[src/rtl/ps2_pkg.sv]
// Shared PS/2 definitions: host transmitter states, frame constants and the
// frame builder used by the transmitter.
package ps2_pkg;

  typedef enum logic [2:0] {
    IDLE,
    INHIBIT,
    RELEASE,
    SHIFT,
    ACK,
    WAIT_IDLE
  } ps2_state_e;

  localparam int unsigned FRAME_BITS  = 10;  // 8 data + parity + stop
  localparam int unsigned ACK_FALL    = 11;  // device falling edge that carries the ACK
  localparam int unsigned SYNC_STAGES = 3;
  localparam int unsigned BITCNT_W    = 4;

  // {stop, odd parity, data}; shifted out LSB first
  function automatic logic [9:0] frame_bits(input logic [7:0] data);
    return {1'b1, ~^data, data};
  endfunction

endpackage

[src/rtl/ps2_edge_sync.sv]
// Synchronizer plus falling-edge detector for a raw PS/2 line.
// Ports:
//   clk, clrn  - system clock, async active-low reset
//   raw        - asynchronous line input
//   level      - synchronized line level
//   fall_c     - one-cycle strobe on a synchronized high-to-low transition
module ps2_edge_sync
  import ps2_pkg::*;
#(
  parameter int unsigned STAGES = SYNC_STAGES
) (
  input  logic clk,
  input  logic clrn,
  input  logic raw,
  output logic level,
  output logic fall_c
);

  logic [STAGES-1:0] sync_q;

  // Reset to all ones: an idle PS/2 line is high, so no fake edge on exit.
  always_ff @(posedge clk or negedge clrn) begin
    if (!clrn) begin
      sync_q <= '1;
    end else begin
      sync_q <= {sync_q[STAGES-2:0], raw};
    end
  end

  assign level  = sync_q[STAGES-2];
  assign fall_c = sync_q[STAGES-1] & ~sync_q[STAGES-2];

endmodule

[src/rtl/ps2_host_tx.sv]
// PS/2 host-to-device transmitter: request-to-send, frame shift on device
// clocks, ACK check, and a watchdog on missing device clocks.
// Ports:
//   clk, clrn            - system clock, async active-low reset
//   tx_data, tx_valid    - command byte and send request
//   tx_ready             - high only when idle; accept on tx_valid & tx_ready
//   ps2_clk, ps2_data    - raw open-drain lines (asynchronous)
//   ps2_*_drive_low      - 1 pulls the matching line low via external tri-state
//   busy                 - high in every state except idle
//   done/ack_err/timeout - one-cycle completion pulses
module ps2_host_tx
  import ps2_pkg::*;
#(
  parameter int unsigned INHIBIT_CYCLES = 5000,
  parameter int unsigned TIMEOUT_CYCLES = 1000000
) (
  input  logic       clk,
  input  logic       clrn,
  input  logic [7:0] tx_data,
  input  logic       tx_valid,
  output logic       tx_ready,
  input  logic       ps2_clk,
  input  logic       ps2_data,
  output logic       ps2_clk_drive_low,
  output logic       ps2_data_drive_low,
  output logic       busy,
  output logic       done,
  output logic       ack_err,
  output logic       timeout
);

  localparam int unsigned MAX_CYCLES = (INHIBIT_CYCLES > TIMEOUT_CYCLES) ?
                                       INHIBIT_CYCLES : TIMEOUT_CYCLES;
  localparam int unsigned CNT_W = $clog2(MAX_CYCLES + 1);

  ps2_state_e          state_q, state_d;
  logic [9:0]          shift_q, shift_d;
  logic [BITCNT_W-1:0] bitcnt_q, bitcnt_d;
  logic [CNT_W-1:0]    cnt_q, cnt_d;
  logic                tx_ready_d, busy_d, done_d, ack_err_d, timeout_d;
  logic                clk_drv_d, data_drv_d;

  logic                clk_level, clk_fall_c;
  logic [1:0]          data_sync_q;
  logic                data_level;

  ps2_edge_sync #(.STAGES(SYNC_STAGES)) u_clk_sync (
    .clk    (clk),
    .clrn   (clrn),
    .raw    (ps2_clk),
    .level  (clk_level),
    .fall_c (clk_fall_c)
  );

  // Data line only needs its level, so a plain 2-flop synchronizer.
  always_ff @(posedge clk or negedge clrn) begin
    if (!clrn) begin
      data_sync_q <= 2'b11;
    end else begin
      data_sync_q <= {data_sync_q[0], ps2_data};
    end
  end
  assign data_level = data_sync_q[1];

  // State and registered outputs; reset releases both lines immediately.
  always_ff @(posedge clk or negedge clrn) begin
    if (!clrn) begin
      state_q            <= IDLE;
      shift_q            <= '0;
      bitcnt_q           <= '0;
      cnt_q              <= '0;
      tx_ready           <= 1'b1;
      busy               <= 1'b0;
      done               <= 1'b0;
      ack_err            <= 1'b0;
      timeout            <= 1'b0;
      ps2_clk_drive_low  <= 1'b0;
      ps2_data_drive_low <= 1'b0;
    end else begin
      state_q            <= state_d;
      shift_q            <= shift_d;
      bitcnt_q           <= bitcnt_d;
      cnt_q              <= cnt_d;
      tx_ready           <= tx_ready_d;
      busy               <= busy_d;
      done               <= done_d;
      ack_err            <= ack_err_d;
      timeout            <= timeout_d;
      ps2_clk_drive_low  <= clk_drv_d;
      ps2_data_drive_low <= data_drv_d;
    end
  end

  // Next state and next output values.
  always_comb begin
    state_d    = state_q;
    shift_d    = shift_q;
    bitcnt_d   = bitcnt_q;
    cnt_d      = cnt_q;
    clk_drv_d  = ps2_clk_drive_low;
    data_drv_d = ps2_data_drive_low;
    tx_ready_d = 1'b0;
    done_d     = 1'b0;
    ack_err_d  = 1'b0;
    timeout_d  = 1'b0;

    case (state_q)
      IDLE: begin
        clk_drv_d  = 1'b0;
        data_drv_d = 1'b0;
        tx_ready_d = 1'b1;
        if (tx_valid && tx_ready) begin
          shift_d    = frame_bits(tx_data);
          bitcnt_d   = '0;
          cnt_d      = '0;
          clk_drv_d  = 1'b1;
          tx_ready_d = 1'b0;
          state_d    = INHIBIT;
        end
      end

      INHIBIT: begin
        clk_drv_d = 1'b1;
        if (cnt_q == CNT_W'(INHIBIT_CYCLES - 1)) begin
          data_drv_d = 1'b1;  // start bit
          cnt_d      = '0;
          state_d    = RELEASE;
        end else begin
          cnt_d = cnt_q + CNT_W'(1);
        end
      end

      RELEASE: begin
        clk_drv_d  = 1'b0;
        data_drv_d = 1'b1;
        cnt_d      = '0;
        state_d    = SHIFT;
      end

      SHIFT: begin
        clk_drv_d = 1'b0;
        if (clk_fall_c) begin
          data_drv_d = ~shift_q[0];
          shift_d    = {1'b1, shift_q[9:1]};
          bitcnt_d   = bitcnt_q + BITCNT_W'(1);
          cnt_d      = '0;
          if (bitcnt_q == BITCNT_W'(FRAME_BITS - 1)) begin
            state_d = ACK;
          end
        end
      end

      ACK: begin
        clk_drv_d  = 1'b0;
        data_drv_d = 1'b0;
        if (clk_fall_c) begin
          bitcnt_d = BITCNT_W'(ACK_FALL);
          cnt_d    = '0;
          done_d    = ~data_level;
          ack_err_d = data_level;
          state_d  = WAIT_IDLE;
        end
      end

      WAIT_IDLE: begin
        clk_drv_d  = 1'b0;
        data_drv_d = 1'b0;
        if (clk_level && data_level) begin
          if (cnt_q == CNT_W'(1)) begin
            state_d    = IDLE;
            tx_ready_d = 1'b1;
          end else begin
            cnt_d = cnt_q + CNT_W'(1);
          end
        end else begin
          cnt_d = '0;
        end
      end

      default: begin
        clk_drv_d  = 1'b0;
        data_drv_d = 1'b0;
        state_d    = IDLE;
      end
    endcase

    // Device clock watchdog; the idle cycle after a timeout keeps tx_ready low
    // so the pulse never coincides with ready.
    if ((state_q == SHIFT || state_q == ACK) && !clk_fall_c) begin
      if (cnt_q == CNT_W'(TIMEOUT_CYCLES - 1)) begin
        clk_drv_d  = 1'b0;
        data_drv_d = 1'b0;
        timeout_d  = 1'b1;
        state_d    = IDLE;
      end else begin
        cnt_d = cnt_q + CNT_W'(1);
      end
    end

    busy_d = (state_d != IDLE);
  end

endmodule

[config.mk]
export PLATFORM = sky130hd
export DESIGN_NAME = ps2_host_tx
export DESIGN_NICKNAME = d
export VERILOG_FILES = /design/src/rtl/ps2_pkg.sv /design/src/rtl/ps2_edge_sync.sv /design/src/rtl/ps2_host_tx.sv
export SDC_FILE = /design/constraint.sdc
export NUM_CORES = 1
export LEC_CHECK = 0
export CORE_ASPECT_RATIO = 1.75
export CORE_MARGIN = 2
export CORE_UTILIZATION = 55
export CTS_BUF_LIST = sky130_fd_sc_hd__clkbuf_2 sky130_fd_sc_hd__clkbuf_4 sky130_fd_sc_hd__clkbuf_8
export DETAILED_ROUTE_END_ITERATION = 10
export MAX_ROUTING_LAYER = met4
export PLACE_DENSITY = 0.8
export SKIP_CTS_REPAIR_TIMING = 1
export SLEW_MARGIN = 20
export SYNTH_ARGS = -nofsm -noshare
export SYNTH_HDL_FRONTEND = slang
export SYNTH_SLANG_ARGS = --single-unit
[constraint.sdc]
create_clock -name clk -period 2.1 [get_ports clk]
set_input_delay 0.525 -clock clk [delete_from_list [all_inputs] [get_ports clk]]
set_output_delay 0.525 -clock clk [all_outputs]
set_load 0.005 [all_outputs]
**After elaboration in Yosys (flattened, before gate mapping)**

Index checks and enable logic that the tools add are counted.

- Bits in registers: 49
- Input port bits: 13
- Output and inout port bits: 7
- Logic and storage cells: 88

- $add $sub $neg: 2
- Equal/unequal tests: 12
- Muxes and demuxes: 44
- Bitwise operators: 4
- Reduce and logical (&&, ||, !) cells: 13

Operators by type and width:

| kind | count |
|---|---|
| 20-bit two-way mux | 7 |
| 20-bit one-hot mux with 5 select lines | 1 |
| 3-bit two-way mux | 9 |
| 20-bit by 1-bit adder with 20-bit output, second input constant | 1 |
| 20-bit by 1-bit equality test with 1-bit output, second input constant | 1 |
| 20-bit by 13-bit equality test with 1-bit output, second input constant | 1 |
| 20-bit equality test, second input constant | 1 |
| 10-bit two-way mux | 2 |
| 10-bit one-hot mux with 2 select lines | 1 |
| 3-bit one-hot mux with 6 select lines | 1 |
| 1-bit two-way mux | 16 |
| 4-bit two-way mux | 3 |
| 4-bit one-hot mux with 3 select lines | 1 |
| 8-bit XNOR reduction | 1 |
| 3-bit by 2-bit equality test with 1-bit output, second input constant | 2 |
| 3-bit equality test, second input constant | 2 |
| 2-bit inequality test, second input constant | 3 |
| 3-bit nonzero test | 2 |
| 4-bit by 1-bit adder with 4-bit output, second input constant | 1 |
| 4-bit equality test, second input constant | 1 |
| 1-bit one-hot mux with 2 select lines | 2 |
| 4-bit AND reduction | 1 |
| 3-bit by 1-bit equality test with 1-bit output, second input constant | 1 |
| 1-bit logical AND | 3 |
| 9 further kinds | 11 |

**Depth between registers and ports, before layout**

Gate-level depths: netlist (run 1).

- Depth in word-level cells: 7
- Gate-level depth with buffers: 8
- Gate-level depth less buffers: 7

**Modules after synthesis**

From an unflattened synthesis (run 1), not the netlist that was laid out.

- Cells, all modules: 319
- Area total of the unflattened synthesis: 2947.8 um2

By module, submodules not included:

| module | instances | cells an instance | area an instance (um2) | seq. area each (um2) |
|---|---|---|---|---|
| ps2_host_tx | 1 | 315 | 2855.2 | 1154.9 |
| ps2_edge_sync | 1 | 4 | 92.6 | 78.8 |

**Worst setup path after synthesis (run 1)**

Ideal clock, no wire load.

- Kind: register -> register
- Start: register cnt_q[1]
- End: register cnt_q[12]
- Setup time: 99 ps
- Arrival time: 2037 ps
- Required time: 2001 ps
- Path slack: -36 ps
- Cell stages (with the launch flop): 9
- Path buffers: 1
- Clock period less this slack: 2136 ps
- Cell sequence: dfrtp_1 -> inv_1 -> ha_1 -> or3b_1 -> or4b_4 -> a21boi_4 -> inv_2 -> buf_6 -> a311oi_1

- Word-level cells in the longest chain between the ends: 6
- Elaborated cells between the ends (all ways): 10
- Those cells by class: 1 x add/sub; 3 x eq/ne; 6 x mux

RTL lines:

| what | RTL line | source |
|---|---|---|
| start, declared | ps2_host_tx.sv:39 | `logic [CNT_W-1:0] cnt_q, cnt_d;` |
| start signal, assigned | ps2_host_tx.sv:83 | `cnt_q <= cnt_d;` |
| 20-bit by 1-bit adder with 20-bit output or 20-bit by 1-bit equality test with 1-bit output (tied branches) | - |  |
| 20-bit two-way mux | ps2_host_tx.sv:169 | `if (cnt_q == CNT_W'(1)) begin` |
| 20-bit two-way mux | ps2_host_tx.sv:168 | `if (clk_level && data_level) begin` |
| 20-bit one-hot mux with 5 select lines | ps2_host_tx.sv:107 | `case (state_q)` |
| 20-bit two-way mux | ps2_host_tx.sv:190 | `if (cnt_q == CNT_W'(TIMEOUT_CYCLES - 1)) begin` |
| 20-bit two-way mux (*) | ps2_host_tx.sv:189 | `if ((state_q == SHIFT \|\| state_q == ACK) && !clk_fall_c) begin` |
| via cnt_d[12] | ps2_host_tx.sv:39 |  |

Mark *: on every way through the listed nets, which the timed path passes. The rest lies on a longest branch.
A chain may end at the register's enable or synchronous reset.

**Worst setup path in the final report (run 1)**

- Start: register cnt_q[1]
- End: register cnt_q[11]

Same word-level chain as after synthesis.

==> metrics.md, run 1 <==
| Metric | Value |
|---|---|
| Yosys cell types | 56 |
| Post-Syn Area | 0.00270 sq mm |
| TritonRoute pass-1 iters | 6 |
| Design area | around 0.0037 sq mm |
| Final Hold Fails | 0 |
| Setup TNS | -2360 ps |
| Crit share post-route | 109% |
| Worst EP required | 2330 ps |
| All-Layer GR Usage | 26.6% |
| Nets | 374 |
| Warnings, synthesis | 0 |
| Cell count of the worst reg-to-reg path | 8 |
| DRC Markers | 0 |
| Initial antenna violation count | 0 |
| Hold Crit Class | in2async |
| Detailed Route Iter0 Violations | 182 |
| Multiplexer share of the synthesized area | 2.97% |
| Slew margin rel. | 58.9% |
| Placed cells | 387 |
| Failing checks | negative setup slack |
| Critical path cell sequence | inv_2, ha_4, or3b_4, or4b_4, a21boi_4, clkinv_4, buf_6, a31oi_2 |
| # setup viols final | 19 |
| Non-filler instance count after layout | 409 |
| Slowest Stage Delay on Critical Path | 520 ps |
| Reg2reg setup slack | -200 ps |
| Critical Path Start | cnt_q[1]$_DFF_PN0_ |
| Max Cap Viol | 0 |
| Average wire per standard cell | 18.3 microns |
| Yosys top cell by area | dfrtp_1 |
| Async SR Flop Fraction | 100% |
| CTS Buf Count | 5 |
| Fmax | ~430 MHz |
| Area share of and/or/nand/nor cells after synthesis | 23.6% |
| Max VDD drop | between 0.4 and 0.5 mV |
| # rows | 33 |
| CTS Root Cell | clkbuf_8 |
| CP max FO | 7 |
| Final Slew Violations | 0 |
| Clk slew on worst S/H paths | about 90 ps |
| Crit Path Category | reg2reg |
| Final ANT Viol Nets | 0 |
| Final Skew | around 11 ps |
| FF/Latch Area | 0.00123 sq mm |
| Yosys top cell area share | 39.9% |
| Share of cells above drive strength 1 | 32.8% |
| Worst-Skew Late Latency | about 310 ps |
| Post-synth EDFFs | 0 |
| Area of the multi-input gates | roughly 0.0015 sq mm |
| Placer Congestion | ~0.96 |
| Main combinational cell family by area after synthesis | simple AND/OR/NAND/NOR gates |
| Adder-cell share of the synthesized area | 1.85% |
| CP max-delay cell | or4b_4 |
| Die area | between 0.005 and 0.006 sq mm |
| Worst-Margin Slew | ~600 ps |
| Ys flop type | dfrtp_1 |
| Syn_nets | about 300 |
| Port-buffer cells | 19 |
| Die Height | 96.7 microns |
| Number of global-route vias before repair | 2517 |
| Final WL | 7490 microns |
| CORE AREA | 0.00471 sq mm |
| Synth Area in Compound Gates | 18.6% |
| Global-route wire length before repair | 11300 microns |
| Starting Density | 57.3% |
| Leakage power | 1.64 nW |
| Status | complete, but fails checks |
| CP Capture Type | flop |
| # diodes | 0 |
| Top post-synthesis cells by area | dfrtp_1 (40%), dfstp_2 (5.8%), a21oi_1 (4.6%) |
| Dpl ws | -215 ps |
| # fillers | around 300 |
| Crit start category | flop |
| Via count | 2539 |
| Placed Area | 0.00326 sq mm |
| Cell Pwr Density | between 400 and 500 mW/mm^2 |
| CTS tree | done |
| Sequential-to-total area share from yosys stat | 45.7% |
| Largest net degree at the start of global routing | 50 |
| Detailed Place HPWL | 5060 microns |
| RSZ-0062 raised after global routing | true |
| Die span in x | around 57 microns |
| CTS sink cnt | just under 50 |
| XOR/XNOR share of the synthesized area | under 10% |
| Reg2reg start | cnt_q[1]$_DFF_PN0_ |
| Setup ws final | -199 ps |
| H-tree depth | 2 |
| CTS Buffer Depth | 2 |
| Worst R2R End | cnt_q[11]$_DFF_PN0_ |
| Global route overflow | 0 |
| IO Count | 20 |
| Post-synthesis register bit count | between 40 and 50 |
| Top cells by count, synth | dfrtp_1 (43), a21oi_1 (25), nor2_1 (22) |
| Synth Area per Inst | 9.64 sq um |
| Area Overhead vs Synth | 35.3% |
| Vias per Instance | a little over 6 |
| Final min period | 2300 ps |
| Most numerous cell in the Yosys netlist | dfrtp_1 |
| Critical Path AT | 2530 ps |
| Post-Synthesis Cells | 280 |
## worst max-delay path by stage
stage / end / slack (ps) / depth (start not counted)
6_report: cnt_q[11]$_DFF_PN0_ / -200 / 8
3_3_place_gp: cnt_q[14]$_DFF_PN0_ / -140 / 7
4_1_cts: cnt_q[12]$_DFF_PN0_ / -180 / 7
3_5_place_dp: cnt_q[12]$_DFF_PN0_ / -220 / 8
5_1_grt: cnt_q[11]$_DFF_PN0_ / -260 / 8
2_1_floorplan: cnt_q[12]$_DFF_PN0_ / -40 / 8
## through the flow
stage / util [%] / hold slack [ps] / total power (W)
6_report: 77.6 / 301 / 0.00162
5_1_grt: 77.6 / 361 / 0.00167
2_1_floorplan: - / 229 / 0.00101
4_1_cts: 71.2 / 330 / 0.00163
3_3_place_gp: 69.3 / 346 / 0.00106
3_5_place_dp: 69.3 / 348 / 0.00106
## layout by cell type (no fill, tap or decap), drive strengths merged, types with 5 or more instances in the layout
master         instances
buf                   68
dfrtp                 43
a21oi                 25
nand2                 23
nor2                  22
clkdlybuf4s50         18
a31oi                 16
nand3                 15
o21ai                 10
and3                  10
nor3                   8
mux2i                  8
clkbuf                 7
nor4                   7
xnor2                  6
dfstp                  6
and2                   5
## critical path: cells and delay by family, from the launching register on
kind	cells	cell delay [ps]
fa+ha+maj	1	110
simple gates	2	920
compound gates	2	430
flops	1	400
buf+inv	3	370
## where the power goes
part | switching, W | total [W] | internal (W)
clock network | 0.000310 | 0.000584 | 0.000275
registers | 0.00000286 | 0.000954 | 0.000952
logic | 0.0000436 | 0.0000842 | 0.0000406
total | 0.000356 | 0.00162 | 0.00127
## cell type report
cell class	instances	share of cell area, %
flip-flops and latches	49	33.8
inverters	5	0.651
multi-input cells	210	41.8
well taps	52	1.78
repair buffers	86	19.5
clock buffers	7	2.47
## registers in the layout, indices dropped and copies added (netlist names)
signal              count
ack_err                 1
bitcnt_q                4
busy                    1
cnt_q                  20
data_sync_q             2
done                    1
ps2_clk_drive_low       1
ps2_data_drive_low      1
shift_q                10
state_q                 3
timeout                 1
tx_ready                1
u_clk_sync.sync_q       3
## layer usage
metal,vias to the layer above,track usage [%],share of wire (%)
met5,-,-,0
met4,0,13.6,4.4
met3,33,3.48,4.0
met2,94,47.0,57
met1,1228,27.9,35
li1,1184,-,-
## cell families after synthesis
family / Yosys count
compound gates: 76
xor+xnor: 9
fa+ha+maj: 4
buf+inv: 21
flops: 49
mux: 8
simple gates: 113
Note: power is estimated with default switching activity, not from simulation.
==> inputs of run 2 (changes only) <==
CAP_MARGIN = 20   (was default)
RECOVER_POWER = 50   (was default)
==> run 2 against run 1 <==
The run still ends with negative setup slack left; fmax is essentially flat; global-route usage did not move; flip-flop and latch count unchanged; cell count unchanged; clock power about the same; design area barely moved; combinational power shrank 2%; setup slack lost 1.5 ps; via count rose by 0.35%; clock-buffer cell count stayed put; critical endpoint unchanged.
==> metrics.md, run 2 (synthesis gave the netlist of run 1 again) <==
| Metric | Value |
|---|---|
| Status | complete, but fails checks |
| Failing checks | negative setup slack |
| Final Slew Violations | 0 |
| Average wire per standard cell | roughly 18 microns |
| All-Layer GR Usage | 26.6% |
| CTS sink cnt | 49 |
| Die Height | between 90 and 100 microns |
| CP max FO | 7 |
| CTS tree | done |
| Fmax | 435 MHz |
| Max Cap Viol | 0 |
| Largest net degree at the start of global routing | 50 |
| Setup TNS | -2350 ps |
| Final Hold Fails | 0 |
| Worst EP required | 2330 ps |
| Vias per Instance | 6.23 |
| Crit start category | flop |
| Crit share post-route | 110% |
| Worst-Margin Slew | around 1200 ps |
| Final min period | 2300 ps |
| CTS Buf Count | 5 |
| IO Count | 20 |
| Placed Area | between 0.003 and 0.004 sq mm |
| Final Skew | 10.6 ps |
| DRC Markers | 0 |
| Top flop regs | cnt_q (20), shift_q (10), bitcnt_q (4) |
| Design area | approximately 0.0036 sq mm |
| Cell internal pwr | between 0.001 and 0.0015 W |
| # fillers | slightly below 300 |
| Critical path cell sequence | inv_2, ha_4, or3b_4, or4b_4, a21boi_4, clkinv_4, buf_6, a31oi_2 |
| Global-route wire length before repair | 11300 microns |
| Final ANT Viol Nets | 0 |
| CP max-delay cell | or4b_4 |
| Largest register FFs | 20 |
| Nets | 374 |
| Switching share of power | 21.9% |
| Share of cells above drive strength 1 | 32.8% |
| Hold Crit Class | reg2reg |
| Commonest non-fill, non-tap cell in the layout | buf_4 |
| CTS Buffer Depth | 2 |
| Slew margin rel. | 19.7% |
| Max VDD drop | 0.493 mV |
| Critical path depth in cells | 8 |
| CP Capture Type | flop |
| Slowest Stage Delay on Critical Path | 520 ps |
| Leakage power | roughly 1.6 nW |
| # setup viols final | 19 |
| Cell Pwr Density | 444 mW/mm^2 |
| Dpl ws | -215 ps |
| Power Total | around 0.0016 W |
| Die span in x | approximately 57 microns |
| Starting Density | roughly 57% |
| # rows | 33 |
| Cell count of the worst reg-to-reg path | 8 |
| TritonRoute pass-1 iters | 6 |
| Worst-Skew Late Latency | 310 ps |
| Clock network power share | roughly 36% |
| Area Overhead vs Synth | 35.2% |
| CP top delay family | simple AND/OR/NAND/NOR gates |
| Placer Congestion | 0.957 |
| Detailed Route Iter0 Violations | roughly 180 |
| Initial antenna violation count | 0 |
| CTS Root Cell | clkbuf_8 |
| Detailed Place HPWL | approximately 5000 microns |
| H-tree depth | 2 |
| Most flops, register | cnt_q |
| # diodes | 0 |
| Bufs and invs on worst path | 3 |
| Setup ws final | -201 ps |
| Port-buffer cells | 19 |
| CORE AREA | 0.00471 sq mm |
| Die area | 0.00551 sq mm |
| FF/Latch Area | ~0.0012 sq mm |
| Final WL | 7480 microns |
| Critical Path AT | approximately 2500 ps |
| NetSw | 0.000355 W |
| Hold Crit Depth | 0 |
| RSZ-0062 raised after global routing | true |
| Logic pwr share | between 5 and 6% |
| Via count | 2548 |
| Seq pwr share | 58.9% |
| Global route overflow | 0 |
| Clk slew on worst S/H paths | 80 ps |
| Number of global-route vias before repair | 2517 |
| Crit Path Category | reg2reg |
| Most frequent cells in the layout | buf_4 (62), dfrtp_1 (43), a21oi_1 (24) |
| Area of the multi-input gates | around 0.0015 sq mm |
run 2: power groups by stage:
stage / clock [W] / combinational, W / sequential [W]
2_1_floorplan: 0 / 0.0000327 / 0.000972
3_3_place_gp: 0 / 0.0000842 / 0.000973
3_5_place_dp: 0 / 0.0000854 / 0.000973
4_1_cts: 0.000586 / 0.0000863 / 0.000955
5_1_grt: 0.000624 / 0.0000911 / 0.000956
6_report: 0.000584 / 0.0000828 / 0.000954
run 2: final cells by class:
cell class	instances	share of cell area (%)
Multi-Input combinational cell	210	41.9
Inverter	5	0.651
Timing Repair Buffer	86	19.4
Sequential cell	49	33.8
Tap cell	52	1.78
Clock buffer	7	2.47
run 2: per-layer routing:
layer	GRT usage, %	share of wire [%]	vias to the layer above	wire, microns
li1	-	-	1183	-
met1	27.9	35	1228	2640
met2	47.0	56	100	4210
met3	3.48	4.0	37	297
met4	13.6	4.5	0	339
met5	-	0	-	0
run 2: final timing paths:
| kind | slack [ps] | endpoint | from |
|---|---|---|---|
| max in group asynchronous | 830 | shift_q[2]$_DFFE_PN0P_ | clrn |
| min reg2reg | 360 | data_sync_q[1]$_DFF_PN1_ | data_sync_q[0]$_DFF_PN1_ |
| min in group asynchronous | 530 | done$_DFF_PN0_ | clrn |
| min | 360 | data_sync_q[1]$_DFF_PN1_ | data_sync_q[0]$_DFF_PN1_ |
| max | -200 | cnt_q[11]$_DFF_PN0_ | cnt_q[1]$_DFF_PN0_ |
| max reg2reg | -200 | cnt_q[11]$_DFF_PN0_ | cnt_q[1]$_DFF_PN0_ |
run 2: through the flow:
step / cells / hold WS (ps) / util, %
finish: 409 / 360 / 77.5
global route: 409 / 363 / 77.5
CTS: 394 / 330 / 71.2
detailed placement: 387 / 348 / 69.3
global placement: 387 / 346 / 69.3
floorplan: 280 / 229 / -
==> inputs of run 3 (changes only) <==
CTS_CLUSTER_DIAMETER = 120   (was default)
==> results of run 3 <==
Final layout, timing and power as in run 2 (identical DEF).
